==> config.mk <==
export PLATFORM = sky130hd
export DESIGN_NAME = flag_buf_fifo
export DESIGN_NICKNAME = d
export VERILOG_FILES = /design/src/rtl/flag_buf_fifo.sv
export SDC_FILE = /design/constraint.sdc
export NUM_CORES = 1
export LEC_CHECK = 0
export BUFFER_PORTS_ARGS = -buffer_cell sky130_fd_sc_hd__buf_2
export CAP_MARGIN = 15
export CELL_PAD_IN_SITES_DETAIL_PLACEMENT = 1
export CELL_PAD_IN_SITES_GLOBAL_PLACEMENT = 1
export CORE_ASPECT_RATIO = 0.8
export CORE_MARGIN = 3
export CORE_UTILIZATION = 47
export CTS_CLUSTER_DIAMETER = 50
export DETAILED_ROUTE_END_ITERATION = 7
export PLACE_DENSITY_LB_ADDON = 0.12
export SKIP_LAST_GASP = 1
export SLEW_MARGIN = 20
export SYNTH_ARGS = -nofsm -noshare
export SYNTH_HDL_FRONTEND = slang
export SYNTH_SLANG_ARGS = --single-unit
==> constraint.sdc <==
create_clock -name clk -period 2.4 [get_ports clk]
set_input_delay 0.36 -clock clk [delete_from_list [all_inputs] [get_ports clk]]
set_output_delay 0.36 -clock clk [all_outputs]
set_load 0.02 [all_outputs]
==> src/rtl/flag_buf_fifo.sv <==
// flag_buf_fifo: first-word-fall-through queue feeding the UART transmitter.
// Define FLAG_BUF_OVERWRITE_EN to make a push into a full queue evict the oldest word.
module flag_buf_fifo #(
  parameter int DATA_W = 8,
  parameter int DEPTH  = 4
) (
  input  logic                     clk,
  input  logic                     reset,
  input  logic                     set_flag,
  input  logic [DATA_W-1:0]        din,
  input  logic                     clr_flag,
  output logic                     flag,
  output logic [DATA_W-1:0]        dout,
  output logic                     full,
  output logic [$clog2(DEPTH):0]   count,
  output logic                     overrun
);

  localparam int PTR_W = $clog2(DEPTH);
  localparam logic [PTR_W:0]   FULL_CNT = (PTR_W+1)'(DEPTH);
  localparam logic [PTR_W:0]   CNT_ONE  = (PTR_W+1)'(1);
  localparam logic [PTR_W-1:0] PTR_ONE  = PTR_W'(1);

  logic [DATA_W-1:0] mem [DEPTH];
  logic [PTR_W-1:0]  wr_ptr;
  logic [PTR_W-1:0]  rd_ptr;
  logic [PTR_W:0]    cnt;
  logic              is_empty;
  logic              is_full;
  logic              do_push;
  logic              do_pop;
  logic              ovr_evt;
  logic              wr_en;
  logic              rd_adv;

  // Strobe semantics: set_flag pushes din on any edge where it is high and there
  // is room (or a pop frees a slot that same edge); clr_flag pops the head on any
  // edge where the queue is non-empty. The producer never waits; refused pushes
  // are reported through overrun instead of back-pressure.
  assign is_empty = (cnt == '0);
  assign is_full  = (cnt == FULL_CNT);
  assign do_pop   = clr_flag & ~is_empty;
  assign do_push  = set_flag & (~is_full | do_pop);
  assign ovr_evt  = set_flag & is_full & ~clr_flag;

`ifdef FLAG_BUF_OVERWRITE_EN
  // Overwrite: evict the head and write the new word in one edge, count unchanged.
  assign wr_en  = do_push | ovr_evt;
  assign rd_adv = do_pop  | ovr_evt;
`else
  assign wr_en  = do_push;
  assign rd_adv = do_pop;
`endif

  always_ff @(posedge clk or negedge reset) begin
    if (!reset) begin
      wr_ptr  <= '0;
      rd_ptr  <= '0;
      cnt     <= '0;
      overrun <= 1'b0;
    end else begin
      if (wr_en)  wr_ptr <= wr_ptr + PTR_ONE;
      if (rd_adv) rd_ptr <= rd_ptr + PTR_ONE;
      if (wr_en && !rd_adv)      cnt <= cnt + CNT_ONE;
      else if (rd_adv && !wr_en) cnt <= cnt - CNT_ONE;
      overrun <= ovr_evt;
    end
  end

  // Storage is never reset; the count alone decides what is valid.
  always_ff @(posedge clk) begin
    if (wr_en) mem[wr_ptr] <= din;
  end

  assign flag  = ~is_empty;
  assign full  = is_full;
  assign count = cnt;
  assign dout  = is_empty ? '0 : mem[rd_ptr];

endmodule

==> run summary, run 1 <==
crit-path leading delay family - adder cells
setup TNS - 0 ns
synth top area cells - edfxtp_1 (58%), dfrtp_1 (12%), mux4_2 (11%)
Starting Density - 0.512
largest net degree at the start of global routing - 12
Critical Path End Type - flip-flop
Compound-Gate Fraction of Synth Area - 0.00904
crit path max-delay cell type - or3b_1
most frequent cell after synthesis - edfxtp_1
CTS root buffer - clkbuf_8
EDFF count, synth - 32
Synth async-reset ratio - 0.200
Worst Max-Slew Pin Slew - 0.425 ns
Adder-Cell Fraction of Synth Area - 0.0497
Tmin final - 2.22 ns
number of unique standard cell types used by synthesis - 21
Synth Instances - 88
CP startpoint - count[0]
die area - 4290 um2
CP max stage delay - 0.46 ns
DRC errors left - 0
cell taking the most area after synthesis - edfxtp_1
total track usage - 0.157
dpl hpwl - 2.07 mm
Total Wirelength - 2.88 mm
Worst Hold Launch - din[6]
via count - 846
number of H-tree levels - 2
RD Place Congestion - 0.719
CTS Buffer Depth - 2
CTS Sinks - 40
relative slew slack - 0.716
mux share of post-synthesis cell area - 0.124
Synth Register Bits - 40
Critical Path, Cell by Cell - or3b_1 > o21a_4 > ha_1 > inv_1 > fa_1 > mux2_2
Tcrit/Tclk final - 0.924
layout cells sized above 1 - 0.397
Die Wd - 72.5 um
post-synth top area share - 0.578
DRT antenna net count - 0
Pleak - 0.749 nW
num rows - 18
Die Span Y - 59.2 um
Max Freq - 0.451 GHz
postcts setup bufs - 0
Synth warnings - 0
Syn Area/Cell - 18.9 um2
initial antenna violation count - 0
core area - 3240 um2
number of buffers created by CTS - 5
Post-Syn Nets - 106
critical path type - flip-flop to flip-flop
Hold Fails Final Rpt - 0
Req. time, crit path - 2.57 ns
ys flop type - edfxtp_1
placed inst area - 1850 um2
# IOs - 26
Clock Latency Late Sink - 0.28 ns
CTS clock-pin slew for the worst setup and hold paths - 0.07 ns
max_cap viols - 0
origin of the critical flop-to-flop path - count[0]
nets - 138
antenna cells - 0
endpoints failing setup - 0
iteration count of the initial detailed-routing pass - 4
list of most frequent post-synthesis cells - edfxtp_1 (32), and2_1 (8), dfrtp_1 (8), mux4_2 (8), ha_1 (5)
XOR/XNOR Fraction of Synth Area - 0.0316
area of the mapped netlist - 1660 um2
Port-buffer cells - 25
Overflow after GRT - 0
Synth Area in Simple Gates - 0.0700
largest family of logic cells by synthesized area - multiplexers
Via density - 5.25
Core Util, Final - 0.599
CP Max Fanout - 7
worst path bufs/invs - 1
run status - finished, final reports clean
WP data arrival - 2.39 ns
Worst Setup Start Kind - flip-flop
maximum vdd drop - 563 uV
Routed WL per cell - 17.9 um
CTS tree - built
hold slack - 0.285 ns
Area Overhead vs Synth - 16.9%
Power Density - 1270 nW/um2
design area - 1940 um2
min-delay worst type - input pin to flip-flop
DR iter-0 viols - 71
RSZ-0062 raised after global routing - false
vias in the first global route - 928
Slew Viols, Final - 0
R2R Setup Slk - 0.18 ns
sequential share of the synthesized area - 0.699
clk_skew - 0.00462 ns
first-pass GRT wire length - 4.67 mm
[cells by family (layout without fill, tap and decap cells)]
kind of cell    Yosys count  in the layout
buf+inv                   7             40
fa+ha+maj                 6              6
xor+xnor                  6              6
compound gates            1              1
flops                    40             40
mux                      10             10
simple gates             18             18
[power breakdown]
group          total, mW  internal, mW  switching, mW
logic              0.985         0.474          0.511
registers           1.07         0.934          0.133
clock network      0.412         0.202          0.210
total               2.46          1.61          0.854
[per-stage QoR]
step / cells / setup WS, ns / power, mW
3_3_place_gp: 152 / 0.250 / 2.05
2_1_floorplan: 88 / 0.192 / 1.75
6_report: 161 / 0.182 / 2.46
3_5_place_dp: 152 / 0.184 / 2.09
5_1_grt: 161 / 0.109 / 2.63
4_1_cts: 161 / 0.179 / 2.50
[cell type report]
type | instances | area [um2]
Multi-Input combinational cell | 41 | 473
Fill cell | 306 | 1300
Clock buffer | 7 | 76.3
Timing Repair Buffer | 28 | 163
Sequential cell | 40 | 1160
Clock inverter | 1 | 3.75
Tap cell | 40 | 50.0
Inverter | 4 | 15.0
[path summary, 6_finish.rpt]
check / end / depth (start not counted)
min in group asynchronous: wr_ptr[1] / 2
max: count[1] / 6
max reg2reg: count[1] / 6
min reg2reg: count[2] / 1
min: mem[0][6] / 1
max in group asynchronous: rd_ptr[0] / 2
[repair_timing]
action / CTS / global route
hold buffers: 1 / 0
resized for setup: 0 / 0
hold endpoints to repair: 8 / 0
[sequential cells by signal, indices dropped and copies added (netlist names)]
register  count
overrun       1
mem          32
rd_ptr        2
count         3
wr_ptr        2
[cells in the final DEF, fill, tap and decap left out]
cell type and count:
nor3b_1 1, ha_1 5, or3b_1 1, clkbuf_1 2
nand2_1 1, xnor2_1 4, nor2_1 1, dlygate4sd3_1 1
or3_2 1, nand3_1 1, o21a_4 1, inv_1 4
and2_2 4, clkbuf_8 5, mux4_2 8, fa_1 1
mux2_4 1, xor2_1 2, buf_2 25, buf_12 1
buf_4 1, dfrtp_1 8, and2_1 8, clkinv_1 1
edfxtp_1 32, mux2_2 1
[layer usage]
layer | vias to the layer above | share of wire | global-route usage
met5 | - | 0 | 0
met4 | 0 | 0.017 | 0.0632
met3 | 6 | 0.046 | 0.0525
met2 | 20 | 0.50 | 0.256
met1 | 430 | 0.44 | 0.195
li1 | 390 | - | -
Power figures use the tool's default switching activity.
==> inputs of run 2 (changes only) <==
- CORE_UTILIZATION: 47 -> 50
- clock period: 2.4 -> 2.8 ns (I/O delays scaled with it)
==> run 2 against run 1 <==
Net effect:
- non-clock buffer count shrank 2
- hold slack better by 0.054 ns
- critical endpoint is now count[2]
- fmax fell by 6.5%
- critical path type unchanged
- die area shrank 5.5%
- clock-buffer cell count unchanged
- core utilization is 1.3 points higher
- via count shrank 1.2%
- largest cell class unchanged
==> run summary, run 2 (synthesis gave the netlist of run 1 again) <==
Max Freq - 0.422 GHz
Tcrit/Tclk final - 0.847
most frequent cells in the layout - edfxtp_1 (32), buf_2 (25), mux4_2 (8), and2_1 (8), dfrtp_1 (8)
total track usage - 0.174
postcts setup bufs - 0
Core Util, Final - 0.612
Layout fillers - 294
max FFs per register - 32
Worst Max-Slew Pin Slew - 0.578 ns
Via density - 5.26
Hold Fails Final Rpt - 0
Gate power share - 0.380
relative slew slack - 0.615
core area - 3130 um2
CTS clock-pin slew for the worst setup and hold paths - 0.07 ns
DRT antenna net count - 0
clock share of power - 0.171
largest net degree at the start of global routing - 12
DR iter-0 viols - 38
run status - finished, final reports clean
die area - 4060 um2
num rows - 18
internal power - 1.35 mW
initial antenna violation count - 0
Power Density - 1090 nW/um2
dpl hpwl - 2.13 mm
Critical Path End Type - flip-flop
CTS root buffer - clkbuf_8
Die Wd - 70.5 um
endpoints failing setup - 0
Worst Setup Start Kind - flip-flop
layout cells sized above 1 - 0.387
CP startpoint - count[0]
RD Place Congestion - 0.671
total power draw - 2.08 mW
post-CTS sizing - 0
nets - 136
Total Wirelength - 2.97 mm
commonest non-fill, non-tap cell in the layout - edfxtp_1
setup TNS - 0 ns
via count - 836
clk_skew - 0.00398 ns
Seq pwr share - 0.450
Tmin final - 2.37 ns
CTS tree - built
DRC errors left - 0
Routed WL per cell - 18.7 um
min-delay worst type - input pin to flip-flop
origin of the critical flop-to-flop path - count[0]
critical path type - flip-flop to flip-flop
Clock Latency Late Sink - 0.29 ns
Starting Density - 0.531
Overflow after GRT - 0
vias in the first global route - 976
iteration count of the initial detailed-routing pass - 4
CTS Buffer Depth - 2
Biggest register - mem
net switching power - 0.736 mW
antenna cells - 0
CTS Sinks - 40
max_cap viols - 0
first-pass GRT wire length - 4.83 mm
register area - 1160 um2
CP Max Fanout - 11
# IOs - 26
Req. time, crit path - 3.02 ns
Pleak - 0.735 nW
Worst Hold Launch - din[1]
RSZ-0062 raised after global routing - false
multi-input logic area - 473 um2
Area Overhead vs Synth - 15.2%
number of H-tree levels - 2
Die Span Y - 57.6 um
number of buffers created by CTS - 5
WP data arrival - 2.59 ns
Slew Viols, Final - 0
Port-buffer cells - 25
Switching Share - 0.353
maximum vdd drop - 476 uV
==> run 2: cell count changes in the layout (fill, tap and decap cells not counted) <==
cell,delta
buf_12,-1
buf_4,-1
==> run 2: per-stage QoR <==
stage	setup WS, ns	hold slack [ns]	cell area (um2)	std cells
floorplan	0.592	0.124	1660	88
global placement	0.551	0.271	1820	150
detailed placement	0.438	0.282	1820	150
CTS	0.420	0.330	1910	159
global route	0.308	0.328	1910	159
finish	0.428	0.339	1910	159
==> run 2: final cells by class <==
| type | count | share of cell area |
|---|---|---|
| clock buffer | 7 | 0.0399 |
| clock inverter | 1 | 0.00196 |
| inverter | 4 | 0.00784 |
| multi-input combinational | 41 | 0.247 |
| sequential | 40 | 0.607 |
| tap | 40 | 0.0261 |
| timing repair buffer | 26 | 0.0706 |
==> run 2: timing repair <==
action	CTS	global route
hold endpoints to repair	8	0
hold buffers	1	0
setup endpoints to repair	0	0
==> run 2: metal layers <==
metal  wire [um]  global-route usage
met4          93               0.123
met5           0                   0
met1        1180               0.197
met3         164              0.0511
met2        1530               0.285
==> run 2: final timing paths <==
check | to | slack [ns] | depth (start not counted)
worst max register to register | count[2] | 0.43 | 8
min in group asynchronous | count[0] | 0.50 | 2
worst min register to register | count[2] | 0.51 | 1
worst min-delay path | mem[3][1] | 0.34 | 1
worst max-delay path | count[2] | 0.43 | 8
max in group asynchronous | count[1] | 2.13 | 2
==> run 2: critical path, stage by stage (launching register included) <==
cell	delay [ns]
dfrtp_1	0.44
or3_2	0.61
nand2_1	0.16
ha_1	0.21
inv_1	0.07
fa_1	0.37
xor2_1	0.16
nor2_1	0.13
xor2_1	0.15
==> run 2: power by group through the flow <==
stage / clock, mW / combinational, mW / sequential [mW]
after floorplan: 0 / 0.604 / 0.892
after global placement: 0 / 0.777 / 0.938
after detailed placement: 0 / 0.805 / 0.953
after CTS: 0.370 / 0.809 / 0.940
after global routing: 0.398 / 0.858 / 0.960
final: 0.355 / 0.791 / 0.937
